--- src/rtl/rsa_modexp_param_if.sv ---
// Host-side bundle for rsa_modexp_param: clock enable, start handshake,
// operands in, busy/eoc/result out.
interface rsa_modexp_param_if #(
    parameter int WIDTH = 8
);
    logic             en;
    logic             start;
    logic [WIDTH-1:0] P;
    logic [WIDTH-1:0] E;
    logic [WIDTH-1:0] M;
    logic [WIDTH-1:0] Const;
    logic             busy;
    logic             eoc;
    logic [WIDTH-1:0] C;

    modport master (output en, start, P, E, M, Const, input busy, eoc, C);
    modport slave  (input en, start, P, E, M, Const, output busy, eoc, C);
endinterface

--- src/rtl/rsa_modexp_param.sv ---
// C = P^E mod M via bit-serial Montgomery, right-to-left square-and-multiply.
// Define RSA_EARLY_EXIT_EN to stop the exponent loop after the top set bit of E.

// One bit-serial Montgomery lane: one bit of a per cycle, acc holds the partial result.
module rsa_modexp_param_mmm #(
    parameter int WIDTH = 8
) (
    input  logic           clk,
    input  logic           rst,
    input  logic           en,
    input  logic           clr,
    input  logic           a_bit,
    input  logic [WIDTH:0] b,
    input  logic [WIDTH-1:0] m,
    output logic [WIDTH:0] res
);
    localparam int AW = WIDTH + 3;

    logic [AW-1:0] acc, sum_ab, sum_m, acc_nxt;

    always_comb begin
        sum_ab  = acc + (a_bit ? AW'(b) : '0);
        sum_m   = sum_ab + (sum_ab[0] ? AW'(m) : '0);
        acc_nxt = sum_m >> 1;
    end

    assign res = acc_nxt[WIDTH:0];

    always_ff @(posedge clk) begin
        if (rst)
            acc <= '0;
        else if (en)
            acc <= clr ? '0 : acc_nxt;
    end
endmodule

module rsa_modexp_param #(
    parameter int WIDTH = 8
) (
    input logic               clk,
    input logic               rst,
    rsa_modexp_param_if.slave bus
);
    localparam int N         = WIDTH + 2;
    localparam int CW        = $clog2(N);
    localparam int NUM_LANES = 2;
    localparam int SQ        = 0;
    localparam int MUL       = 1;

    typedef enum logic [2:0] {IDLE, PRE, LOOP, POST, DONE} state_t;

    state_t           state, state_nxt;
    logic [CW-1:0]    cnt;
    logic [WIDTH-1:0] p_r, m_r, k_r, e_sh, c_r;
    logic [WIDTH:0]   pm, rm;
    logic             busy_r, eoc_r;
    logic             last, lane_clr, loop_end, skip_loop;

    logic [NUM_LANES-1:0][N-1:0]   a_word;
    logic [NUM_LANES-1:0][WIDTH:0] lane_b;
    logic [NUM_LANES-1:0][WIDTH:0] lane_res;

    assign last = (cnt == CW'(N - 1));

`ifdef RSA_EARLY_EXIT_EN
    // e_sh has already consumed the bits below the current one
    assign loop_end  = (e_sh[WIDTH-1:1] == '0);
    assign skip_loop = (e_sh == '0);
`else
    localparam int IW = $clog2(WIDTH + 1);
    logic [IW-1:0] iter;

    assign loop_end  = (iter == IW'(WIDTH - 1));
    assign skip_loop = 1'b0;

    always_ff @(posedge clk) begin
        if (rst)
            iter <= '0;
        else if (bus.en) begin
            if (state == IDLE)
                iter <= '0;
            else if (state == LOOP && last)
                iter <= iter + 1'b1;
        end
    end
`endif

    always_ff @(posedge clk) begin
        if (rst)
            state <= IDLE;
        else if (bus.en)
            state <= state_nxt;
    end

    always_comb begin
        state_nxt = state;
        case (state)
            IDLE: if (bus.start) state_nxt = PRE;
            PRE:  if (last) state_nxt = skip_loop ? POST : LOOP;
            LOOP: if (last && loop_end) state_nxt = POST;
            POST: if (last) state_nxt = DONE;
            DONE: state_nxt = IDLE;
            default: state_nxt = IDLE;
        endcase
    end

    // Lane operands: PRE converts into Montgomery form, POST converts back out.
    always_comb begin
        a_word[SQ]  = (state == PRE) ? {2'b00, p_r} : {1'b0, pm};
        lane_b[SQ]  = (state == PRE) ? {1'b0, k_r} : pm;
        a_word[MUL] = (state == PRE) ? {2'b00, k_r} : {1'b0, rm};
        lane_b[MUL] = (state == LOOP) ? pm : (WIDTH+1)'(1);
    end

    assign lane_clr = (state != PRE && state != LOOP && state != POST) || last;

    for (genvar l = 0; l < NUM_LANES; l++) begin : g_lane
        rsa_modexp_param_mmm #(.WIDTH(WIDTH)) u_mmm (
            .clk   (clk),
            .rst   (rst),
            .en    (bus.en),
            .clr   (lane_clr),
            .a_bit (a_word[l][cnt]),
            .b     (lane_b[l]),
            .m     (m_r),
            .res   (lane_res[l])
        );
    end

    always_ff @(posedge clk) begin
        if (rst) begin
            cnt    <= '0;
            p_r    <= '0;
            m_r    <= '0;
            k_r    <= '0;
            e_sh   <= '0;
            pm     <= '0;
            rm     <= '0;
            c_r    <= '0;
            busy_r <= 1'b0;
            eoc_r  <= 1'b0;
        end else if (bus.en) begin
            eoc_r <= 1'b0;
            case (state)
                IDLE: if (bus.start) begin
                    p_r    <= bus.P;
                    e_sh   <= bus.E;
                    m_r    <= bus.M;
                    k_r    <= bus.Const;
                    cnt    <= '0;
                    busy_r <= 1'b1;
                end
                PRE, LOOP, POST: begin
                    cnt <= last ? '0 : cnt + 1'b1;
                    if (last) begin
                        if (state == PRE) begin
                            pm <= lane_res[SQ];
                            rm <= lane_res[MUL];
                        end else if (state == LOOP) begin
                            pm   <= lane_res[SQ];
                            if (e_sh[0]) rm <= lane_res[MUL];
                            e_sh <= e_sh >> 1;
                        end else begin
                            rm <= lane_res[MUL];
                        end
                    end
                end
                DONE: begin
                    // Output of the final conversion is <= M, so only X == M needs folding
                    c_r    <= (rm == {1'b0, m_r}) ? '0 : rm[WIDTH-1:0];
                    eoc_r  <= 1'b1;
                    busy_r <= 1'b0;
                end
                default: ;
            endcase
        end
    end

    assign bus.busy = busy_r;
    assign bus.eoc  = eoc_r;
    assign bus.C    = c_r;
endmodule

--- src/flat_wrapper.sv ---
// flat-port wrapper written by rule: the top's interface ports become plain ports
module rsa_modexp_param_flat 
#(
    parameter int WIDTH = 8
)
  (clk, rst, bus_en, bus_start, bus_P, bus_E, bus_M, bus_Const, bus_busy, bus_eoc, bus_C);
  rsa_modexp_param_if #(.WIDTH(WIDTH)) bus_i ();
  input logic clk;
  input logic rst;
  input wire logic [$bits(bus_i.en)-1:0] bus_en;
  input wire logic [$bits(bus_i.start)-1:0] bus_start;
  input wire logic [$bits(bus_i.P)-1:0] bus_P;
  input wire logic [$bits(bus_i.E)-1:0] bus_E;
  input wire logic [$bits(bus_i.M)-1:0] bus_M;
  input wire logic [$bits(bus_i.Const)-1:0] bus_Const;
  output wire logic [$bits(bus_i.busy)-1:0] bus_busy;
  output wire logic [$bits(bus_i.eoc)-1:0] bus_eoc;
  output wire logic [$bits(bus_i.C)-1:0] bus_C;
  assign bus_i.en = bus_en;
  assign bus_i.start = bus_start;
  assign bus_i.P = bus_P;
  assign bus_i.E = bus_E;
  assign bus_i.M = bus_M;
  assign bus_i.Const = bus_Const;
  assign bus_busy = bus_i.busy;
  assign bus_eoc = bus_i.eoc;
  assign bus_C = bus_i.C;
  rsa_modexp_param #(.WIDTH(WIDTH)) u_core (.clk(clk), .rst(rst), .bus(bus_i));
endmodule
--- config.mk ---
export PLATFORM = sky130hd
export DESIGN_NAME = rsa_modexp_param_flat
export DESIGN_NICKNAME = d
export VERILOG_FILES = /design/src/rtl/rsa_modexp_param_if.sv /design/src/rtl/rsa_modexp_param.sv /design/src/flat_wrapper.sv
export SDC_FILE = /design/constraint.sdc
export NUM_CORES = 1
export LEC_CHECK = 0
export ABC_AREA = 1
export BUFFER_PORTS_ARGS = -buffer_cell sky130_fd_sc_hd__buf_2
export CELL_PAD_IN_SITES_DETAIL_PLACEMENT = 1
export CELL_PAD_IN_SITES_GLOBAL_PLACEMENT = 1
export CORE_ASPECT_RATIO = 2
export CORE_UTILIZATION = 40
export DETAILED_ROUTE_END_ITERATION = 10
export PLACE_DENSITY_LB_ADDON = 0.1
export SLEW_MARGIN = 20
export SYNTH_ARGS = -nofsm -noshare
export SYNTH_HDL_FRONTEND = slang
export SYNTH_SLANG_ARGS = --single-unit
--- constraint.sdc ---
create_clock -name clk -period 4.3 [get_ports clk]
set_input_delay 0 -clock clk [delete_from_list [all_inputs] [get_ports clk]]
set_output_delay 0 -clock clk [all_outputs]
set_load 0.03 [all_outputs]
Word level (Yosys, flattened, before mapping):

Cells that the tools add are included.

* output and inout bits: 10
* word-level logic and storage cells: 97
* register bits after elaboration: 93
* input bits: 36

* multiplexer cells: 38
* equality and inequality tests: 18
* $lt $le $gt $ge: 1
* add/sub/neg operators: 6
* reduce and logical (&&, ||, !) cells: 20

Operators with widths (count)
* $mux W9: 11
* $mux W8: 7
* $add A11 B11 Y11: 2
* $add A11 B8 Y11: 2
* $mux W10: 2
* $mux W4: 4
* $pmux W8 S2: 1
* $mux W3: 4
* $pmux W3 S4: 1
* $ne A2 B1 Y1 const B: 5
* $eq A9 B8 Y1: 1
* $reduce_and A3 Y1: 3
* $add A4 B1 Y4 const B: 2
* $bmux W1 S4: 2
* $pmux W4 S2: 1
* $reduce_and A4 Y1: 2
* $reduce_bool A2 Y1: 4
* $eq A3 B2 Y1 const B: 2
* $ne A3 B1 Y1 const B: 2
* $ne A3 B2 Y1 const B: 2
* $reduce_and A6 Y1: 1
* $lt A4 B5 Y1 const B: 1
* $reduce_and A5 Y1: 1
* $eq A4 B3 Y1 const B: 1
* 11 further kinds: 19

Logic depth before layout (Yosys ltp):

* depth after elaboration: 11
* depth in mapped cells: 33
* depth with buffers taken out: 32

Cells and area by module:

Synthesis repeated with hierarchy kept, for this count alone.

* cells, all modules: 930
* area, all modules: 6128.4 um^2

By module, submodules not included
* rsa_modexp_param: times used 1, sequential area each 1421.4 um^2, area an instance 3444.6 um^2, cells each 492
* rsa_modexp_param_mmm at u_core.g_lane[1].u_mmm: times used 1, sequential area each 200.2 um^2, area an instance 1362.6 um^2, cells each 222
* rsa_modexp_param_mmm at u_core.g_lane[0].u_mmm: times used 1, sequential area each 200.2 um^2, area an instance 1321.3 um^2, cells each 216

Least setup slack after synthesis:

Ideal clock, no wire load.

* path kind: register to register
* start point: reg u_core.state[2]
* end point: reg u_core.pm[8]
* arrival time: 3.553 ns
* library setup time: 0.109 ns
* setup slack: 0.638 ns
* period minus slack after synthesis: 3.662 ns
* path buffers: 2
* cell stages (with the launch flop): 33
* data required time: 4.191 ns
* cell sequence: dfxtp_1 -> inv_2 -> nand3_2 -> buf_6 -> buf_6 -> nand2_1 -> o21ai_0 -> nand3_1 -> nand3_1 -> nand3_2 -> nand2_4 -> nor2_1 -> ha_1 -> inv_1 -> fa_1 -> inv_1 -> nand3_1 -> nand2_1 -> a31oi_1 -> xnor2_1 -> ha_1 -> nand2_1 -> inv_1 -> a21oi_1 -> nand2_1 -> nand2_1 -> nand2_1 -> nand2_1 -> nand2_1 -> nand2_1 -> nand2_1 -> nand2_1 -> inv_1

* cells in the longest elaborated chain, start to end: 10
* elaborated cells between the ends (all ways): 16
* classes of those cells: 2 x add/sub; 3 x eq/ne; 8 x mux; 3 x reduce/logical

Ends and longest elaborated chain
* start: declaration: RTL line rsa_modexp_param.sv:52 `state_t state, state_nxt;`
* start signal: assignment: RTL line rsa_modexp_param.sv:92 `state <= state_nxt;`
* $eq A3 B1 Y1
* $mux W9: RTL line rsa_modexp_param.sv:109 `a_word[SQ] = (state == PRE) ? {2'b00, p_r} : {1'b0, pm};`
* $bmux W1 S4: RTL line rsa_modexp_param.sv:123 `.a_bit (a_word[l][cnt]),`
* $mux W1 (not written as such): RTL line rsa_modexp_param.sv:123
* $mux W9: RTL line rsa_modexp_param.sv:22 `sum_ab = acc + (a_bit ? AW'(b) : '0);`
* $add A11 B11 Y11: RTL line rsa_modexp_param.sv:22
* $mux W8: RTL line rsa_modexp_param.sv:23 `sum_m = sum_ab + (sum_ab[0] ? AW'(m) : '0);`
* $add A11 B8 Y11: RTL line rsa_modexp_param.sv:23
* $mux W9: RTL line rsa_modexp_param.sv:159 `end else if (state == LOOP) begin`
* $mux W9: RTL line rsa_modexp_param.sv:156 `if (state == PRE) begin`
* end signal: assignment: RTL line rsa_modexp_param.sv:157 `pm <= lane_res[SQ];`
* end signal: assignment: RTL line rsa_modexp_param.sv:160 `pm <= lane_res[SQ];`
* end: declaration: RTL line rsa_modexp_param.sv:55 `logic [WIDTH:0] pm, rm;`

Parallel ways exist; a longest one is shown, timed or not. The select of a mux whose other input is x is not followed.
A chain may end at the register's enable or synchronous reset.

Worst setup path in the final report:

* start point: reg u_core.state[2]
* end point: reg u_core.pm[4]

The elaborated chain is that of the path after synthesis.

==> key figures <==
Status
  – Status: completed

Logic synthesis
  – Cell taking the most area after synthesis: dfxtp_1
  – Cells after Synth: around 900
  – Post-Syn Area: 0.005947 sq mm
  – Mapped Nets: 969
  – Post-synthesis register bit count: about 90
  – Area fraction in compound gates after synthesis: 0.1868
  – Yosys cell types: 39
  – Adder-Cell Fraction of Synth Area: 0.09552
  – Mux cell area share after synthesis: 0
  – Synth top area cells: dfxtp_1 31%, nand2_1 15%, ha_1 8.2%, a21oi_1 8.2%, inv_1 8.0%
  – Post-synthesis xor/xnor area fraction: 0.03976
  – Warnings, synthesis: 0
  – Sequential-to-total area share from yosys stat: 0.3063
  – Post-Synth Simple-Gate Area: 0.2605
  – Largest family of logic cells by synthesized area: simple AND/OR/NAND/NOR gates
  – Mean Syn Cell Area: about 6.7 sq um
  – Top cell type's share of synthesized area: 0.3063

Setup path
  – Required @ worst endpoint: 4.55 ns
  – Slowest stage cell, crit path: dfxtp_4
  – CP Class: reg -> reg
  – FF-to-FF path depth: 26
  – Worst R2R End: u_core.pm[4]
  – Crit end category: flop
  – Crit Path Max Fanout: 8
  – Register-to-Register Setup Slack: roughly 0.29 ns
  – Most common cell on crit path: nand2_1
  – Max stage delay on crit path: 0.38 ns
  – Reg2Reg Launch Point: u_core.state[2]
  – Startpoint Class: flop
  – Arrival time worst endpoint: roughly 4.3 ns

Die
  – Total core area: ~0.014 sq mm
  – Starting Density: 0.4122
  – I/O Pins: between 40 and 50
  – Die Span Y: roughly 170 microns
  – Die ar.: approximately 0.015 sq mm
  – Row cnt: 62
  – Width of the die: 88.22 microns

Clock network
  – Worst-case clock buffer depth: 2
  – # H-tree levels: 3
  – Num CTS Buffers: 9
  – CTS tree: yes
  – Worst-Skew Late Latency: 0.36 ns
  – Clk sink count: between 90 and 100
  – CTS root buf: clkbuf_16
  – Clock transition at path regs: around 0.070 ns

Timing
  – Endpoints failing setup: 0
  – FMAX: 249.3 MHz
  – Max-Slew Margin vs Limit: 0.3098
  – Final Hold Viols: 0
  – Final worst path period need: about 4 ns
  – Setup TNS: 0 ns
  – Fin. max-slew vios: 0
  – Final worst clock skew: ~0.013 ns
  – Tcrit/Tclk final: 0.9327
  – Least-Margin Pin Slew: roughly 1.0 ns

Layout
  – Core Util, Final: 0.4978
  – Fillers: slightly below 2k
  – # diodes: 0
  – Synthesis-to-finish area growth: 20.79%
  – Commonest non-fill, non-tap cell in the layout: nand2_1
  – Fin nets: ~1.1k
  – Proportion of layout cells with a drive suffix above 1: 0.1471
  – Most frequent cells in the layout: 224 x nand2_1, 124 x inv_1, 94 x a21oi_1, 88 x dfxtp_1, 63 x nor2_1

Drt
  – Wire per inst: between 15 and 20 microns
  – Antenna-violating nets left: 0
  – Via Count: around 6.3k
  – DR pass1 iterations: 4
  – # DRC: 0
  – First DRT Iteration DRCs: roughly 250
  – DR vias/cell: approximately 5.3
  – Routed wire length: ~21000 microns

Place
  – IO Port Bufs: 45
  – Hpwl dp: around 16000 microns
  – GPL Wtd Cong: 1.022

Worst hold path
  – Worst hold path type: in -> reg
  – Hold path startpoint: bus_E[4]
  – WHS Endpoint: u_core.e_sh[4]
  – Hold Path Stages: 3

Flow run
  – Maximum Capacitance Violations: 0

GRT
  – GRT Total Usage: 0.2963
  – Initial antenna violation count: 0
  – First-pass GRT wire length: between 30000 and 40000 microns
  – Vias in the first global route: 6770
  – Largest net degree at the start of global routing: 50
  – Total gr overflow: 0

Power and ir drop
  – Reg power frac: 0.323
  – Leakage: 3.487 nW
  – Logic pwr share: 0.459
  – Psw: 1.582 mW
  – PD cells: 490.2 mW/mm^2
  – Clock network fraction of total power: 0.218
  – Max VDD drop: 0.2158 mV
  – Sw Share: 0.4492
  – Pint: between 1.5 and 2 mW
layout make-up:
type	count	area, sq um	share of cell area
multi-input cells	637	3547	0.4938
flip-flops and latches	91	1828	0.2545
repair buffers	108	777.0	0.1082
inverters	133	506.7	0.07055
well taps	192	240.2	0.03344
clock buffers	10	229.0	0.03188
clock inverters	6	47.55	0.006619
repair inverters	1	7.507	0.001045
critical path, delay by kind of cell, from the launching register on:
| kind | cells | cell delay (ns) |
|---|---|---|
| simple gates | 11 | 1.29 |
| flops | 1 | 0.38 |
| buf+inv | 7 | 0.73 |
| xor+xnor | 1 | 0.17 |
| fa+ha+maj | 3 | 0.84 |
| compound gates | 4 | 0.49 |
logic make-up after synthesis:
group                    after synthesis
XOR/XNOR                              27
buffers and inverters                163
AND/OR/NAND/NOR                      364
AO/OA/AOI/OAI                        202
flip-flops                            91
adder cells (fa/ha/maj)               43
synth_stat cells:
| cell type | number |
|---|---|
| a211oi_1 | 18 |
| a21oi_1 | 97 |
| a21oi_2 | 1 |
| a2bb2oi_1 | 2 |
| a31oi_1 | 8 |
| buf_2 | 4 |
| buf_4 | 3 |
| buf_6 | 4 |
| clkbuf_1 | 19 |
| dfxtp_1 | 91 |
| fa_1 | 4 |
| ha_1 | 39 |
| inv_1 | 126 |
| inv_2 | 6 |
| inv_4 | 1 |
| nand2_1 | 231 |
| nand2_2 | 4 |
| nand2_4 | 2 |
| nand3_1 | 29 |
| nand3_2 | 2 |
| nand3_4 | 1 |
| nand3b_1 | 2 |
| nand4_1 | 11 |
| nor2_1 | 66 |
| nor2_2 | 1 |
| nor2_4 | 2 |
| nor2_8 | 1 |
| nor3_1 | 5 |
| nor3b_1 | 2 |
| o211ai_1 | 3 |
| o21ai_0 | 67 |
| o21ai_1 | 3 |
| o22ai_1 | 1 |
| o31ai_1 | 1 |
| o41ai_4 | 1 |
| or2_1 | 1 |
| or2_2 | 4 |
| xnor2_1 | 12 |
| xor2_1 | 15 |
state kept, by name, indices dropped and copies added (netlist names), 3 cells and up:
name,flops
u_core.state,3
u_core.cnt,4
u_core.e_sh,8
u_core.bus.C,8
u_core.k_r,8
u_core.rm,9
u_core.pm,9
u_core.g_lane.u_mmm.acc,20
u_core.m_r,8
u_core.p_r,8
u_core.iter,4
routing by layer:
metal / GRT usage / share of wire / wire length (microns) / up-vias
li1: - / - / - / 3063
met1: 0.2702 / 0.35 / 7405 / 3019
met2: 0.5696 / 0.57 / 12220 / 113
met3: 0.04416 / 0.021 / 460 / 77
met4: 0.1962 / 0.064 / 1363 / 0
met5: 0 / 0 / 0 / -
worst max-delay path by stage:
stage                                from           end  slack (ns)  depth (start not counted)
final                     u_core.state[2]  u_core.pm[4]        0.29                         26
after global routing      u_core.state[2]  u_core.pm[8]       -0.03                         32
after CTS                   u_core.cnt[0]  u_core.rm[8]       0.007                         28
after detailed placement  u_core.state[1]  u_core.rm[8]       -0.30                         31
after global placement    u_core.state[1]  u_core.rm[8]       -0.08                         31
after floorplan           u_core.state[2]  u_core.pm[8]        0.64                         32
metrics by stage:
stage	hold slack [ns]	instance area, sq um	setup WS, ns	power, mW	cells
5_1_grt	0.04861	7183	-0.02880	3.760	1178
4_1_cts	0.01679	7048	0.007433	3.465	1168
2_1_floorplan	0.1854	5947	0.6376	2.169	890
3_3_place_gp	0.2783	6389	-0.08418	2.540	1115
3_5_place_dp	0.2928	6389	-0.2981	2.604	1115
6_report	0.01096	7183	0.2894	3.521	1178
power groups by stage:
| stage | combinational (mW) | clock (mW) | sequential [mW] |
|---|---|---|---|
| 2_1_floorplan | 1.05 | 0 | 1.12 |
| 3_3_place_gp | 1.41 | 0 | 1.13 |
| 3_5_place_dp | 1.46 | 0 | 1.14 |
| 4_1_cts | 1.55 | 0.784 | 1.13 |
| 5_1_grt | 1.80 | 0.814 | 1.15 |
| 6_report | 1.62 | 0.769 | 1.14 |
timing repair:
item / CTS / global route
setup buffers: 6 / 9
pin swaps: 3 / 14
gates cloned: 1 / 1
gates resized for setup: 11 / 25
endpoints found under the hold margin: 30 / 0
hold buffers: 30 / 0
endpoints found under the setup margin: 8 / 22
No activity file was read; power rests on OpenSTA's default activity.
